<file path="src/rtl/bcd_pkg.sv">
// Shared BCD constants and nibble helper for the up/down counter slice.
// Latency: none (declarations only).
// Backpressure: not applicable.
package bcd_pkg;

   localparam logic [3:0] BCD_MAX = 4'd9;
   localparam logic [3:0] BCD_MIN = 4'd0;

   // True when a nibble holds a legal decimal digit.
   function automatic logic is_bcd(input logic [3:0] nibble);
      return nibble <= BCD_MAX;
   endfunction

endpackage

</file>
<file path="src/rtl/bcd_updown_counter_if.sv">
// Control and result bundle of the BCD up/down counter.
// Latency: none (wiring only).
// Backpressure: none; the counter accepts a command on every clock edge.
interface bcd_updown_counter_if #(
   parameter int DIGITS = 4
);

   logic                  en;
   logic                  up;
   logic                  clr;
   logic                  load;
   logic [4*DIGITS-1:0]   load_val;
   logic [4*DIGITS-1:0]   count;
   logic                  tc;
   logic                  carry;
   logic                  err;

   modport master (
      output en, up, clr, load, load_val,
      input  count, tc, carry, err
   );

   modport slave (
      input  en, up, clr, load, load_val,
      output count, tc, carry, err
   );

endinterface

</file>
<file path="src/rtl/bcd_digit.sv">
// One decimal digit with wrap 9->0 / 0->9, clear and parallel load.
// Latency: 1 clock edge from step/clr/ld to q.
// Backpressure: none; the parent gates step and ld.
module bcd_digit
   import bcd_pkg::*;
(
   input  logic       clk,
   input  logic       rst,
   input  logic       step,
   input  logic       up,
   input  logic       clr,
   input  logic       ld,
   input  logic [3:0] ld_val,
   output logic [3:0] q,
   output logic       at_max,
   output logic       at_min
);

   logic [3:0] q_d;
   logic [3:0] q_q;

   // Next digit value: clear beats load beats step; stepping rolls over decimally.
   always_comb begin
      q_d = q_q;
      if (clr) begin
         q_d = BCD_MIN;
      end else if (ld) begin
         q_d = ld_val;
      end else if (step) begin
         if (up) begin
            q_d = (q_q == BCD_MAX) ? BCD_MIN : q_q + 4'd1;
         end else begin
            q_d = (q_q == BCD_MIN) ? BCD_MAX : q_q - 4'd1;
         end
      end
   end

   // Digit register, cleared asynchronously.
   always_ff @(posedge clk or negedge rst) begin
      if (!rst) begin
         q_q <= BCD_MIN;
      end else begin
         q_q <= q_d;
      end
   end

   assign q      = q_q;
   assign at_max = (q_q == BCD_MAX);
   assign at_min = (q_q == BCD_MIN);

endmodule

</file>
<file path="src/rtl/bcd_updown_counter.sv">
// Multi-digit BCD up/down counter with clear, checked load, wrap/saturate and cascade tc.
// Latency: 1 edge from en/clr/load to count; carry and err are registered pulses one cycle after the edge.
// Backpressure: none; tc is combinational so a following stage's en can be chained in the same cycle.
module bcd_updown_counter
   import bcd_pkg::*;
#(
   parameter int DIGITS   = 4,
   parameter bit SATURATE = 1'b0
)(
   input  logic             clk,
   input  logic             rst,
   bcd_updown_counter_if.slave bus
);

   localparam int CW = 4 * DIGITS;

   logic [DIGITS-1:0] dig_max;
   logic [DIGITS-1:0] dig_min;
   logic [DIGITS-1:0] dig_step;
   // chain_max[i] / chain_min[i]: every digit below i sits at 9 / 0.
   logic [DIGITS:0]   chain_max;
   logic [DIGITS:0]   chain_min;
   logic [CW-1:0]     count_w;
   logic              ld_ok;
   logic              ld_acc;
   logic              at_limit;
   logic              move;
   logic              carry_d;
   logic              carry_q;
   logic              err_d;
   logic              err_q;

   // Ripple the "all lower digits at the limit" condition up through the digits.
   always_comb begin
      chain_max    = '0;
      chain_min    = '0;
      chain_max[0] = 1'b1;
      chain_min[0] = 1'b1;
      for (int i = 0; i < DIGITS; i++) begin
         chain_max[i+1] = chain_max[i] & dig_max[i];
         chain_min[i+1] = chain_min[i] & dig_min[i];
      end
   end

   // A load is accepted only when every nibble is a legal decimal digit.
   always_comb begin
      ld_ok = 1'b1;
      for (int i = 0; i < DIGITS; i++) begin
         if (!is_bcd(bus.load_val[4*i +: 4])) begin
            ld_ok = 1'b0;
         end
      end
   end

   assign at_limit = bus.up ? chain_max[DIGITS] : chain_min[DIGITS];
   assign bus.tc   = bus.en & at_limit;

   // Counting only happens when neither clear nor load claims the edge; saturation freezes the limit.
   assign move   = bus.en & ~bus.clr & ~bus.load & ~(SATURATE && at_limit);
   assign ld_acc = bus.load & ld_ok;

   // Per-digit step enables: a digit moves when all lower digits are at the rollover value.
   always_comb begin
      dig_step = '0;
      for (int i = 0; i < DIGITS; i++) begin
         dig_step[i] = move & (bus.up ? chain_max[i] : chain_min[i]);
      end
   end

   for (genvar g = 0; g < DIGITS; g++) begin : g_digit
      bcd_digit u_digit (
         .clk    (clk),
         .rst    (rst),
         .step   (dig_step[g]),
         .up     (bus.up),
         .clr    (bus.clr),
         .ld     (ld_acc),
         .ld_val (bus.load_val[4*g +: 4]),
         .q      (count_w[4*g +: 4]),
         .at_max (dig_max[g]),
         .at_min (dig_min[g])
      );
   end

   // Pulse sources: carry on an enabled limit edge, err on a rejected load; clear masks both.
   always_comb begin
      carry_d = bus.en & at_limit & ~bus.clr & ~bus.load;
      err_d   = bus.load & ~ld_ok & ~bus.clr;
   end

   // One-cycle pulse registers, cleared asynchronously.
   always_ff @(posedge clk or negedge rst) begin
      if (!rst) begin
         carry_q <= 1'b0;
         err_q   <= 1'b0;
      end else begin
         carry_q <= carry_d;
         err_q   <= err_d;
      end
   end

   assign bus.count = count_w;
   assign bus.carry = carry_q;
   assign bus.err   = err_q;

endmodule
</file>
<file path="src/flat_wrapper.sv">
// flat-port wrapper written by rule: the top's interface ports become plain ports
module bcd_updown_counter_flat import bcd_pkg::*;
#(
   parameter int DIGITS   = 4,
   parameter bit SATURATE = 1'b0
)
  (clk, rst, bus_en, bus_up, bus_clr, bus_load, bus_load_val, bus_count, bus_tc, bus_carry, bus_err);
  bcd_updown_counter_if #(.DIGITS(DIGITS)) bus_i ();
  input  logic clk;
  input  logic rst;
  input wire logic [$bits(bus_i.en)-1:0] bus_en;
  input wire logic [$bits(bus_i.up)-1:0] bus_up;
  input wire logic [$bits(bus_i.clr)-1:0] bus_clr;
  input wire logic [$bits(bus_i.load)-1:0] bus_load;
  input wire logic [$bits(bus_i.load_val)-1:0] bus_load_val;
  output wire logic [$bits(bus_i.count)-1:0] bus_count;
  output wire logic [$bits(bus_i.tc)-1:0] bus_tc;
  output wire logic [$bits(bus_i.carry)-1:0] bus_carry;
  output wire logic [$bits(bus_i.err)-1:0] bus_err;
  assign bus_i.en = bus_en;
  assign bus_i.up = bus_up;
  assign bus_i.clr = bus_clr;
  assign bus_i.load = bus_load;
  assign bus_i.load_val = bus_load_val;
  assign bus_count = bus_i.count;
  assign bus_tc = bus_i.tc;
  assign bus_carry = bus_i.carry;
  assign bus_err = bus_i.err;
  bcd_updown_counter #(.DIGITS(DIGITS), .SATURATE(SATURATE)) u_core (.clk(clk), .rst(rst), .bus(bus_i));
endmodule
</file>
<file path="config.mk">
export PLATFORM = sky130hd
export DESIGN_NAME = bcd_updown_counter_flat
export DESIGN_NICKNAME = d
export VERILOG_FILES = /design/src/rtl/bcd_pkg.sv /design/src/rtl/bcd_updown_counter_if.sv /design/src/rtl/bcd_digit.sv /design/src/rtl/bcd_updown_counter.sv /design/src/flat_wrapper.sv
export SDC_FILE = /design/constraint.sdc
export NUM_CORES = 1
export LEC_CHECK = 0
export ABC_AREA = 1
export ABC_CLOCK_PERIOD_IN_PS = 1500
export BUFFER_PORTS_ARGS = -buffer_cell sky130_fd_sc_hd__buf_4
export CORE_UTILIZATION = 29
export CTS_CLUSTER_DIAMETER = 100
export CTS_CLUSTER_SIZE = 24
export DETAILED_ROUTE_END_ITERATION = 10
export HOLD_SLACK_MARGIN = 0.05
export PLACE_DENSITY_LB_ADDON = 0.1
export SYNTH_ARGS = -nofsm -noshare
export SYNTH_HDL_FRONTEND = slang
export SYNTH_SLANG_ARGS = --single-unit
</file>
<file path="constraint.sdc">
create_clock -name clk -period 1.5 [get_ports clk]
set_input_delay 0.225 -clock clk [delete_from_list [all_inputs] [get_ports clk]]
set_output_delay 0.225 -clock clk [all_outputs]
set_load 0.01 [all_outputs]
</file>
# == Yosys cells after proc, flatten, opt, wreduce, memory -nomap -nowiden ==
# Index checks and enable logic that the tools add are counted.
# word_totals
reg_bits,18
elab_cells,82
output_inout_bits,19
rom_bits,0
n_memories,0
mem_bits_rw,0
latch_bits,0
# classes
shift,0
div_mod_pow,0
order_cmp,4
n_addsub,8
mul,0
muxes,32
reduce_logical,8
n_eq_ne,4
bitwise,20
# op_table
cell,n
two-way mux 4 bit,24
AND 1 bit,17
"adder 4 x 1 -> 4 bit, second input constant",4
"equality test 4 bit, second input constant",4
"<= comparator 4 bit, second input constant",4
logical NOT 4 bit,4
"subtractor 4 x 1 -> 4 bit, second input constant",4
nonzero test 3 bit,4
two-way mux 1 bit,8
NOT 1 bit,3

# == Depth between registers and ports, before layout ==
# depth
word_depth,8
ltp_mapped,11
ltp_nobuf,11

# == Cells and area by module ==
# Synthesis repeated with hierarchy kept, for this count alone.
# hier_totals
cells_unflattened,339
hier_area_um2,1989.4
# by_module_without_submodules
module,instances,area_per_inst_um2,cells_per_inst
bcd_digit,4,431.7,72
bcd_updown_counter,1,262.8,51

# == Least setup slack after synthesis ==
# Ideal clock, no wire load.
# synth_timing
path_kind,reg-to-output
start,register u_core.g_digit[2].u_digit.q_q[0]
end,output bus_tc
stages_incl_launch_ff,9
arrival_time_ns,1.418
slack_ns,-0.143
path_cell_list,dfrtp_1 -> inv_1 -> ha_1 -> nand2_1 -> nor2_1 -> nor2_1 -> nor2_2 -> nand4_1 -> nor2_1
# synth_via
elab_chain_cells,5
word_cells_on_any_way,8
classes_between,1 x eq/ne; 1 x mux; 5 x bitwise; 1 x reduce/logical
# synth_rtl
item,line,text
from (decl),bcd_digit.sv:20,logic [3:0] q_q;
from (signal assigned),bcd_digit.sv:43,q_q <= q_d;
equality test 4 bit / logical NOT 4 bit (equally long branches),"bcd_digit.sv:48, bcd_digit.sv:49",
"AND 1 bit, on equally long branches (2 in series)","bcd_updown_counter.sv:40, bcd_updown_counter.sv:41",
two-way mux 1 bit *,bcd_updown_counter.sv:55,assign at_limit = bus.up ? chain_max[DIGITS] : chain_min[DIGITS];
AND 1 bit *,bcd_updown_counter.sv:56,assign bus.tc = bus.en & at_limit;
to (decl),flat_wrapper.sv:17,output wire logic [$bits(bus_i.tc)-1:0] bus_tc;
# Mark *: on every way between the ends. The rest lies on a longest branch, timed or not.

# == Worst setup path after layout ==
# layout_timing
start,register u_core.g_digit[0].u_digit.q_q[1]
end,output bus_tc
# layout_via
elab_chain_cells,6
word_cells_on_any_way,10
classes_between,1 x eq/ne; 1 x mux; 7 x bitwise; 1 x reduce/logical
# layout_rtl
item,line
from (decl),bcd_digit.sv:20
from (signal assigned),bcd_digit.sv:43
equality test 4 bit / logical NOT 4 bit (equally long branches),"bcd_digit.sv:48, bcd_digit.sv:49"
"AND 1 bit, on equally long branches (3 in series)","bcd_updown_counter.sv:40, bcd_updown_counter.sv:41"
two-way mux 1 bit *,bcd_updown_counter.sv:55
AND 1 bit *,bcd_updown_counter.sv:56
# Marked as above.

==> flow_summary.json <==
{
  "outcome": "complete, but fails checks",
  "violations": "setup timing",
  "syn_nets": 340,
  "synth_edf_count": 0,
  "fillerInstances": 664,
  "fin_ws_ns": -0.444,
  "ir_worst_vdd_mv": 0.458,
  "track_usage": 0.194,
  "setup_viol": 14,
  "synth.avg_cell_area_um2": 6.16,
  "die_y_um": 82.6,
  "hpwlAfterDp_mm": 4.81,
  "grt-ovfl-total": 0,
  "io_buffers": 40,
  "diodes": 0,
  "post-route-period-util": 1.30,
  "path_clk_slew_ns": 0.08,
  "grt_max_degree": 19,
  "hold_path.startpoint": "bus_load_val[0]",
  "path_max_fanout": 4,
  "dpl_cell_area_um2": 2780,
  "max_cap_violations": 0,
  "slew_violations": 0,
  "hp-class": "in2reg",
  "required_ns": 1.27,
  "syn2layout_area_growth_pct": 69.3,
  "initial_utilization": 0.299,
  "cp-start-kind": "flip-flop",
  "synthFlopType": "dfrtp_1",
  "drc": 0,
  "drive_gt1_frac": 0.463,
  "cp.arrival_ns": 1.72,
  "max_slew.worst_pin.slew_ns": 0.507,
  "cts-buffers-inserted": 3,
  "nNetsFinal": 456,
  "synth.distinct_cells": 28,
  "stdcell_area_um2": 3190,
  "synth-seq-cells": 18,
  "p_leak_nw": 1.65,
  "gp_congestion": 0.792,
  "yosys_warnings": 0,
  "layout_common_cells": "buf_4, nand2_1, nand3_1",
  "clk_path_buf_depth": 2,
  "final_common_cell": "buf_4",
  "grt_pass1_wl_mm": 9.94,
  "layout_min_cycle_time_ns": 1.94,
  "total_power_mw": 2.98,
  "antenna_found_initial": 0,
  "crit_path_end_kind": "output pin",
  "initialDrtViolationCount": 60,
  "cp-startpoint": "u_core.g_digit[0].u_digit.q[1]",
  "avgViaCountPerCell": 4.72,
  "relSlewSlack": 0.660,
  "path_class": "reg2out",
  "cts_tree": "built",
  "fin_worst_skew_ns": 0.00678,
  "fmaxAchievable_ghz": 0.514,
  "core_um2": 6310,
  "synth_area_leaders": "dfrtp_1, nand2_1, nand3_1",
  "hold_violations": 0,
  "ios": 41,
  "clk_latency_ns": 0.27,
  "synth_top_area_cell": "dfrtp_1",
  "die_w_um": 82.6,
  "rows": 29,
  "holdWs_ns": 0.244,
  "clockRootBuffer": "clkbuf_8",
  "wire_per_inst_um": 12.9,
  "clock_sinks": 18,
  "setup_tns_ns": -1.91,
  "die_area_um2": 6830,
  "async_flop_share": 1.00,
  "ant_nets": 0,
  "vias": 2349,
  "htree_levels": 1,
  "drt-total-wl_mm": 6.41,
  "syn_area_um2": 1890,
  "rsz0062_at_grt": "true",
  "syn_inst": 306,
  "r2r_start": "u_core.g_digit[0].u_digit.q[0]",
  "firstDrtPassIters": 4,
  "grt_pass1_vias": 2168,
  "synth-seq-area-share": 0.239,
  "synth_top_area_frac": 0.239,
  "powerDensity_nw_per_um2": 934
}
-- worst max-delay path, stage by stage, from the launching register on --
cell	delay, ns
dfrtp_2	0.43
inv_4	0.09
ha_4	0.14
nand2_2	0.06
nor2_4	0.11
nand3_2	0.10
nand2_2	0.09
nand4_1	0.13
nor2_2	0.16
buf_4	0.13
-- Yosys cell counts (3+ instances only) --
cell	number
nand3b_1	7
nand2_1	104
ha_1	12
a21oi_1	4
dfrtp_1	18
nand2_2	4
buf_6	3
buf_2	4
nand3_1	45
nand4_1	12
o21ai_1	8
o211ai_1	4
o21ai_0	13
nor2_1	17
inv_1	35
-- metrics by stage --
stage	utilization	setup slack (ns)	std cells
4_1_cts	0.478	-0.399	493
3_5_place_dp	0.440	-0.177	479
2_1_floorplan	-	-0.0475	306
6_report	0.506	-0.444	498
3_3_place_gp	0.440	-0.178	479
5_1_grt	0.506	-0.517	498
-- worst paths after layout --
path | to | slack, ns | depth (start not counted)
worst max-delay path | bus_tc | -0.44 | 9
worst min-delay path | u_core.g_digit[0].u_digit.q[0] | 0.24 | 3
worst max register to register | u_core.g_digit[3].u_digit.q[1] | -0.24 | 13
worst min register to register | u_core.g_digit[3].u_digit.q[3] | 0.55 | 2
max in group asynchronous | u_core.g_digit[2].u_digit.q[0] | 0.87 | 2
min in group asynchronous | u_core.bus.carry | 0.38 | 2
-- state kept, by name (all words and copies together) (netlist names) --
register and flops:
u_core.bus.err 1, u_core.g_digit.u_digit.q 16, u_core.bus.carry 1
-- per-layer routing --
layer  vias to the layer above  part of all wire  global-route usage
met5                         -                 0                   0
met3                         4             0.029              0.0176
met2                        38              0.49               0.326
met4                         0            0.0073              0.0552
met1                      1076              0.48               0.263
li1                       1231                 -                   -
-- logic make-up (layout without fill, tap and decap cells) --
family	count (synthesis)	in the layout	share of synthesized area
buffers and inverters	46	161	0.106
xor gates and xnor gates	3	3	0.0139
adders and majority gates	12	12	0.0796
AOI/OAI and AO/OA	30	30	0.0869
and+or+nand+nor	197	197	0.474
DFF	18	18	0.239
-- report_power, final --
part	switching (mW)	internal, mW	leakage, nW
registers	0.0910	0.567	0.229
clock network	0.199	0.234	0.0288
logic	0.931	0.960	1.39
total	1.22	1.76	1.65
-- repair_timing --
item | 4_1_cts | 5_1_grt
pin swaps | 24 | 18
endpoints found under the setup margin | 14 | 18
hold buffers | 1 | 0
setup buffers | 10 | 6
gates resized for setup | 34 | 34
hold endpoints to repair | 18 | 0
cloned | 0 | 0
-- cell type report --
class	count	area, µm²	share of cell area
clock buffer	4	55.1	0.0172
inverter	37	144	0.0451
multi-input combinational	242	1510	0.474
sequential	18	458	0.143
tap	77	96.3	0.0302
timing repair buffer	120	927	0.290
Note: power is estimated with default switching activity, not from simulation.
